[config.mk]
export PLATFORM = sky130hd
export DESIGN_NAME = wave_analyzer_mc
export DESIGN_NICKNAME = d
export VERILOG_FILES = /design/src/rtl/wave_analyzer_mc.sv
export SDC_FILE = /design/constraint.sdc
export NUM_CORES = 1
export LEC_CHECK = 0
export ABC_CLOCK_PERIOD_IN_PS = 2690
export CAP_MARGIN = 0
export CORE_ASPECT_RATIO = 0.7
export CORE_UTILIZATION = 40
export CTS_CLUSTER_SIZE = 30
export DETAILED_ROUTE_END_ITERATION = 16
export SYNTH_ARGS = -nofsm -noshare
export SYNTH_HDL_FRONTEND = slang
export SYNTH_SLANG_ARGS = --single-unit
[constraint.sdc]
create_clock -name clk -period 2.69 [get_ports clk]
set_input_delay 0.4035 -clock clk [delete_from_list [all_inputs] [get_ports clk]]
set_output_delay 0.4035 -clock clk [all_outputs]
set_load 0.02 [all_outputs]
[src/rtl/wave_analyzer_mc.sv]
// Multi-channel period and peak-amplitude analyzer for signed sample streams.
// Each channel has a hysteresis sign tracker, a crossing-driven FSM, period averaging and a timeout.
module wave_analyzer_mc #(
    parameter int NCH      = 2,
    parameter int DW       = 16,
    parameter int PW       = 22,
    parameter int AW       = 12,
    parameter int HYST     = 16,
    parameter int AVG_LOG2 = 2
) (
    input  logic              clk,
    input  logic              rst_n,
    input  logic [NCH*DW-1:0] smpl,
    input  logic              clr,
    output logic [NCH*PW-1:0] per,
    output logic [NCH*AW-1:0] amp,
    output logic [NCH-1:0]    vld,
    output logic [NCH-1:0]    tmo
);

    localparam int ACCW = PW + AVG_LOG2;
    localparam int NW   = AVG_LOG2 + 1;
    localparam int NAVG = 1 << AVG_LOG2;
    localparam int SH   = DW - 1 - AW;

    localparam logic [NW-1:0]        NPER_LAST = NW'(NAVG - 1);
    localparam logic [PW-1:0]        CNT_MAX   = '1;
    localparam logic signed [DW-1:0] HYST_P    = DW'(HYST);
    localparam logic signed [DW-1:0] HYST_N    = DW'(-HYST);
    localparam logic signed [DW-1:0] SMPL_MIN  = {1'b1, {(DW-1){1'b0}}};

    typedef enum logic [1:0] {TRK_NONE, TRK_POS, TRK_NEG} trk_t;
    typedef enum logic [1:0] {ST_IDLE, ST_ARM, ST_MEAS} state_t;

    // Magnitude of a sample; the most negative code saturates to the largest positive one.
    function automatic logic [DW-2:0] abs_sat(input logic signed [DW-1:0] x);
        if (x == SMPL_MIN)
            return '1;
        else if (x[DW-1])
            return (DW-1)'(-x);
        else
            return x[DW-2:0];
    endfunction

    function automatic logic [AW-1:0] scale_amp(input logic [DW-2:0] p);
        return AW'(p >> SH);
    endfunction

    for (genvar k = 0; k < NCH; k++) begin : g_ch
        logic signed [DW-1:0] x;
        logic [DW-2:0]        ax;
        logic                 rise;

        trk_t            trk_q, trk_d;
        state_t          state_q, state_d;
        logic [PW-1:0]   cnt_q, cnt_d;
        logic [ACCW-1:0] acc_q, acc_d;
        logic [NW-1:0]   nper_q, nper_d;
        logic [DW-2:0]   pk_q, pk_d;
        logic [DW-2:0]   pk_max;
        logic [ACCW-1:0] sum;
        logic [PW-1:0]   per_q, per_d;
        logic [AW-1:0]   amp_q, amp_d;
        logic            vld_q, vld_d;
        logic            tmo_q, tmo_d;

        assign x  = smpl[k*DW +: DW];
        assign ax = abs_sat(x);

        always_comb begin
            trk_d = trk_q;
            if (x >= HYST_P)
                trk_d = TRK_POS;
            else if (x <= HYST_N)
                trk_d = TRK_NEG;
        end

        // Only NEG->POS counts; a tracker leaving NONE never produces a crossing.
        assign rise = (trk_q == TRK_NEG) && (trk_d == TRK_POS);

        always_comb begin
            state_d = state_q;
            cnt_d   = cnt_q;
            acc_d   = acc_q;
            nper_d  = nper_q;
            pk_d    = pk_q;
            per_d   = per_q;
            amp_d   = amp_q;
            vld_d   = 1'b0;
            tmo_d   = tmo_q;
            pk_max  = (ax > pk_q) ? ax : pk_q;
            sum     = acc_q + ACCW'(cnt_q);

            case (state_q)
                ST_IDLE: begin
                    if (trk_q == TRK_NEG)
                        state_d = ST_ARM;
                end
                ST_ARM: begin
                    if (rise) begin
                        state_d = ST_MEAS;
                        cnt_d   = PW'(1);
                        acc_d   = '0;
                        nper_d  = '0;
                        pk_d    = ax;
                    end
                end
                ST_MEAS: begin
                    if (cnt_q == CNT_MAX) begin
                        per_d   = CNT_MAX;
                        amp_d   = scale_amp(pk_max);
                        vld_d   = 1'b1;
                        tmo_d   = 1'b1;
                        state_d = ST_IDLE;
                    end else if (rise) begin
                        // The crossing sample already belongs to the next period.
                        cnt_d = PW'(1);
                        if (nper_q == NPER_LAST) begin
                            per_d  = PW'(sum >> AVG_LOG2);
                            amp_d  = scale_amp(pk_q);
                            vld_d  = 1'b1;
                            tmo_d  = 1'b0;
                            acc_d  = '0;
                            nper_d = '0;
                            pk_d   = ax;
                        end else begin
                            acc_d  = sum;
                            nper_d = nper_q + NW'(1);
                            pk_d   = pk_max;
                        end
                    end else begin
                        cnt_d = cnt_q + PW'(1);
                        pk_d  = pk_max;
                    end
                end
                default: state_d = ST_IDLE;
            endcase
        end

        always_ff @(posedge clk or negedge rst_n) begin
            if (!rst_n) begin
                trk_q   <= TRK_NONE;
                state_q <= ST_IDLE;
                cnt_q   <= '0;
                acc_q   <= '0;
                nper_q  <= '0;
                pk_q    <= '0;
                per_q   <= '0;
                amp_q   <= '0;
                vld_q   <= 1'b0;
                tmo_q   <= 1'b0;
            end else if (clr) begin
                trk_q   <= TRK_NONE;
                state_q <= ST_IDLE;
                cnt_q   <= '0;
                acc_q   <= '0;
                nper_q  <= '0;
                pk_q    <= '0;
                per_q   <= '0;
                amp_q   <= '0;
                vld_q   <= 1'b0;
                tmo_q   <= 1'b0;
            end else begin
                trk_q   <= trk_d;
                state_q <= state_d;
                cnt_q   <= cnt_d;
                acc_q   <= acc_d;
                nper_q  <= nper_d;
                pk_q    <= pk_d;
                per_q   <= per_d;
                amp_q   <= amp_d;
                vld_q   <= vld_d;
                tmo_q   <= tmo_d;
            end
        end

        assign per[k*PW +: PW] = per_q;
        assign amp[k*AW +: AW] = amp_q;
        assign vld[k]          = vld_q;
        assign tmo[k]          = tmo_q;
    end

endmodule

==> results.json <==
{
  "numCtsBuffers": 24,
  "ys_seq_area_share_pct": 41.32,
  "fin_ws_ps": -630.2,
  "synth_edf_count": 0,
  "violations": "setup timing",
  "viasPerCell": 5.384,
  "status": "finished with violations",
  "fin_crit_sh_pct": 123.4,
  "avgSynthCellArea_sq_um": 9.187,
  "critical_path_required_ps": 3120,
  "max-vdd-ir-drop_v": 0.0003984,
  "clkSinkCount": 208,
  "rsz0062_at_grt": "true",
  "initial_core_util_pct": 41.29,
  "drive_above_1_share_pct": 28.22,
  "gp_congestion": 0.9087,
  "routed_wl_um": 37150,
  "ios": 107,
  "drt_iter0_drc": 821,
  "crit_path_top_delay_cell": "or3_4",
  "path_buf_inv": 3,
  "grt_pass1_wl_um": 59460,
  "ys.flop_type": "dfrtp_1",
  "synth_seq_cells": 208,
  "die_w_um": 214.1,
  "cts.path.max_buffers": 3,
  "pre_cts_slack_ps": -1498,
  "cap_violations": 0,
  "die-area_sq_mm": 0.03221,
  "postLayoutCellArea_sq_mm": 0.01794,
  "path_cells": "buf_6 -> or3_4 -> or3_4 -> or2_4 -> o41ai_4 -> xor2_1 -> nand2_1 -> ha_4 -> nand4_1 -> nor2_2 -> nand2_2 -> o221ai_4 -> buf_4 -> nand3_2 -> buf_12 -> mux2i_1 -> o31ai_1",
  "skew_ps": 15.46,
  "io_buffer_count": 106,
  "power_leakage_nw": 8.664,
  "place_area_sq_mm": 0.01592,
  "power_w": 0.007844,
  "yosysWarnings": 0,
  "clk_latency_ps": 540,
  "antenna_found_initial": 0,
  "critPathTopFamily": "simple AND/OR/NAND/NOR gates",
  "row_count": 53,
  "path_clk_slew_ps": 70,
  "p_per_area_mw_per_mm2": 437.2,
  "ant_nets": 0,
  "fin_setup_tns_ps": -22940,
  "min_path_type": "in2reg",
  "max_slew_margin_pct": 53.50,
  "drc_errors": 0,
  "place_hpwl_um": 26750,
  "nFillCells": 2700,
  "grt_overflow": 0,
  "multi_input_area_sq_mm": 0.007792,
  "yosys.area.top_type": "dfrtp_1",
  "synthesis.area_sq_mm": 0.01260,
  "ys_types": 79,
  "synth_cells": 1371,
  "finalSetupViolations": 54,
  "root_buffer": "clkbuf_16",
  "hold_viol": 0,
  "first_pass_iters": 5,
  "synth-async-reset-ratio_pct": 100.0,
  "num_vias": 11620,
  "synth_common_cells": "208 x dfrtp_1, 204 x nand2_1, 121 x o21ai_0",
  "tightest_slew_ps": 697.5,
  "antenna_cells": 0,
  "synthToLayoutAreaGrowth_pct": 42.43,
  "coreArea_sq_mm": 0.03050,
  "synth_area_leaders": "dfrtp_1 41%, ha_1 7.9%, nand2_1 6.1%",
  "cts.htree.levels": 1,
  "crit_top_cell": "or3_4",
  "yosysTopAreaCellShare_pct": 41.32,
  "syn-num-nets": 1488,
  "cp_data_arrival_time_ps": 3750,
  "grt_pass1_vias": 11270,
  "ff_latch_area_sq_mm": 0.005207,
  "nets": 1847,
  "max_stage_delay_ps": 380,
  "synthMostInstantiatedCell": "dfrtp_1",
  "start_kind": "input port",
  "critical_path.max_fanout": 6,
  "wire_per_inst_um": 17.21,
  "grtUsageTotal_pct": 22.85,
  "cts_tree": "built",
  "slew_violations": 0,
  "min_period_ps": 3320,
  "grt_max_degree": 53,
  "cp-end-kind": "register",
  "fmax_mhz": 301.2,
  "worstSetupPathType": "in2reg",
  "die_h_um": 150.5
}
## placed cells by master, fill, tap and decap left out, types with 9 or more instances in the layout
cell and count:
nor2_1 88, buf_4 252, o21ai_1 19, and3_1 14, nand2_1 189, ha_4 12
clkbuf_16 25, inv_1 55, nand3_1 27, xor2_1 51, o21ai_2 14, mux2i_1 21
nand2_2 11, o21ai_0 95, nor2b_1 12, clkdlybuf4s50_1 84, o21a_1 11, a21oi_1 48
a21o_1 34, a22o_1 63, buf_12 16, a21oi_2 13, dfrtp_1 206, and2_1 10
nor3_1 9, ha_1 66, buf_6 13, nand4_1 28, o31ai_1 16, xnor2_1 29
## flip-flops by register name, indices dropped and copies added, names as in the netlist
name and cells:
g_ch.cnt_q 44, g_ch.nper_q 6, g_ch.amp_q 24, g_ch.acc_q 48, g_ch.tmo_q 2, g_ch.vld_q 2, g_ch.trk_q 4, g_ch.pk_q 30
g_ch.per_q 44, g_ch.state_q 4
## what timing repair did
action	in CTS	in global routing
cloned	4	0
hold endpoints to repair	47	0
hold buffers	1	0
buffers inserted	34	18
pin swaps	72	74
resized for setup	155	87
setup endpoints to repair	78	108
## per-stage QoR
step / hold slack, ps / util, % / instances
after floorplan: 107.9 / - / 1371
after global placement: 356.8 / 52.17 / 2067
after detailed placement: 357.5 / 52.17 / 2067
after CTS: 296.8 / 57.35 / 2148
after global routing: 311.1 / 58.81 / 2159
final: 313.6 / 58.81 / 2159
## area by class of cell
cell class,count,area share [%]
Tap cell,412,2.873
Timing Repair Buffer,387,18.99
Clock buffer,35,3.920
Sequential cell,208,29.03
Inverter,58,1.228
Clock inverter,8,0.5231
Multi-Input combinational cell,1051,43.44
## metal layers
metal | track usage (%) | vias to the layer above | routed length, um
met5 | 0 | - | 0
met4 | 4.929 | 0 | 565
met3 | 3.414 | 44 | 2061
met2 | 33.05 | 298 | 15350
met1 | 35.55 | 5623 | 19170
li1 | - | 5659 | -
## final timing paths
kind                                   startpoint           endpoint  slack (ps)  cells past startpoint
worst max-delay path                      smpl[2]  g_ch[0].amp_q[11]        -630                     17
worst min-delay path                          clr   g_ch[1].amp_q[6]         310                      2
worst max register to register   g_ch[1].cnt_q[0]  g_ch[1].acc_q[22]          30                     12
worst min register to register  g_ch[1].per_q[16]  g_ch[1].per_q[16]         460                      2
max in group asynchronous                   rst_n  g_ch[1].acc_q[12]        1580                      3
min in group asynchronous                   rst_n  g_ch[0].acc_q[14]         380                      2
## cells by family after synthesis
logic type | synth area share (%)
AO/OA/AOI/OAI | 21.63
XOR/XNOR | 5.632
adder cells (fa/ha/maj) | 8.265
buffers and inverters | 3.884
flip-flops | 41.32
multiplexers | 1.828
AND/OR/NAND/NOR | 17.44
## power by group
group          switching (W)  internal (W)
clock                0.00135       0.00200
sequential         0.0000471       0.00319
combinational       0.000660      0.000594
total                0.00206       0.00579
Power figures use the tool's default switching activity.
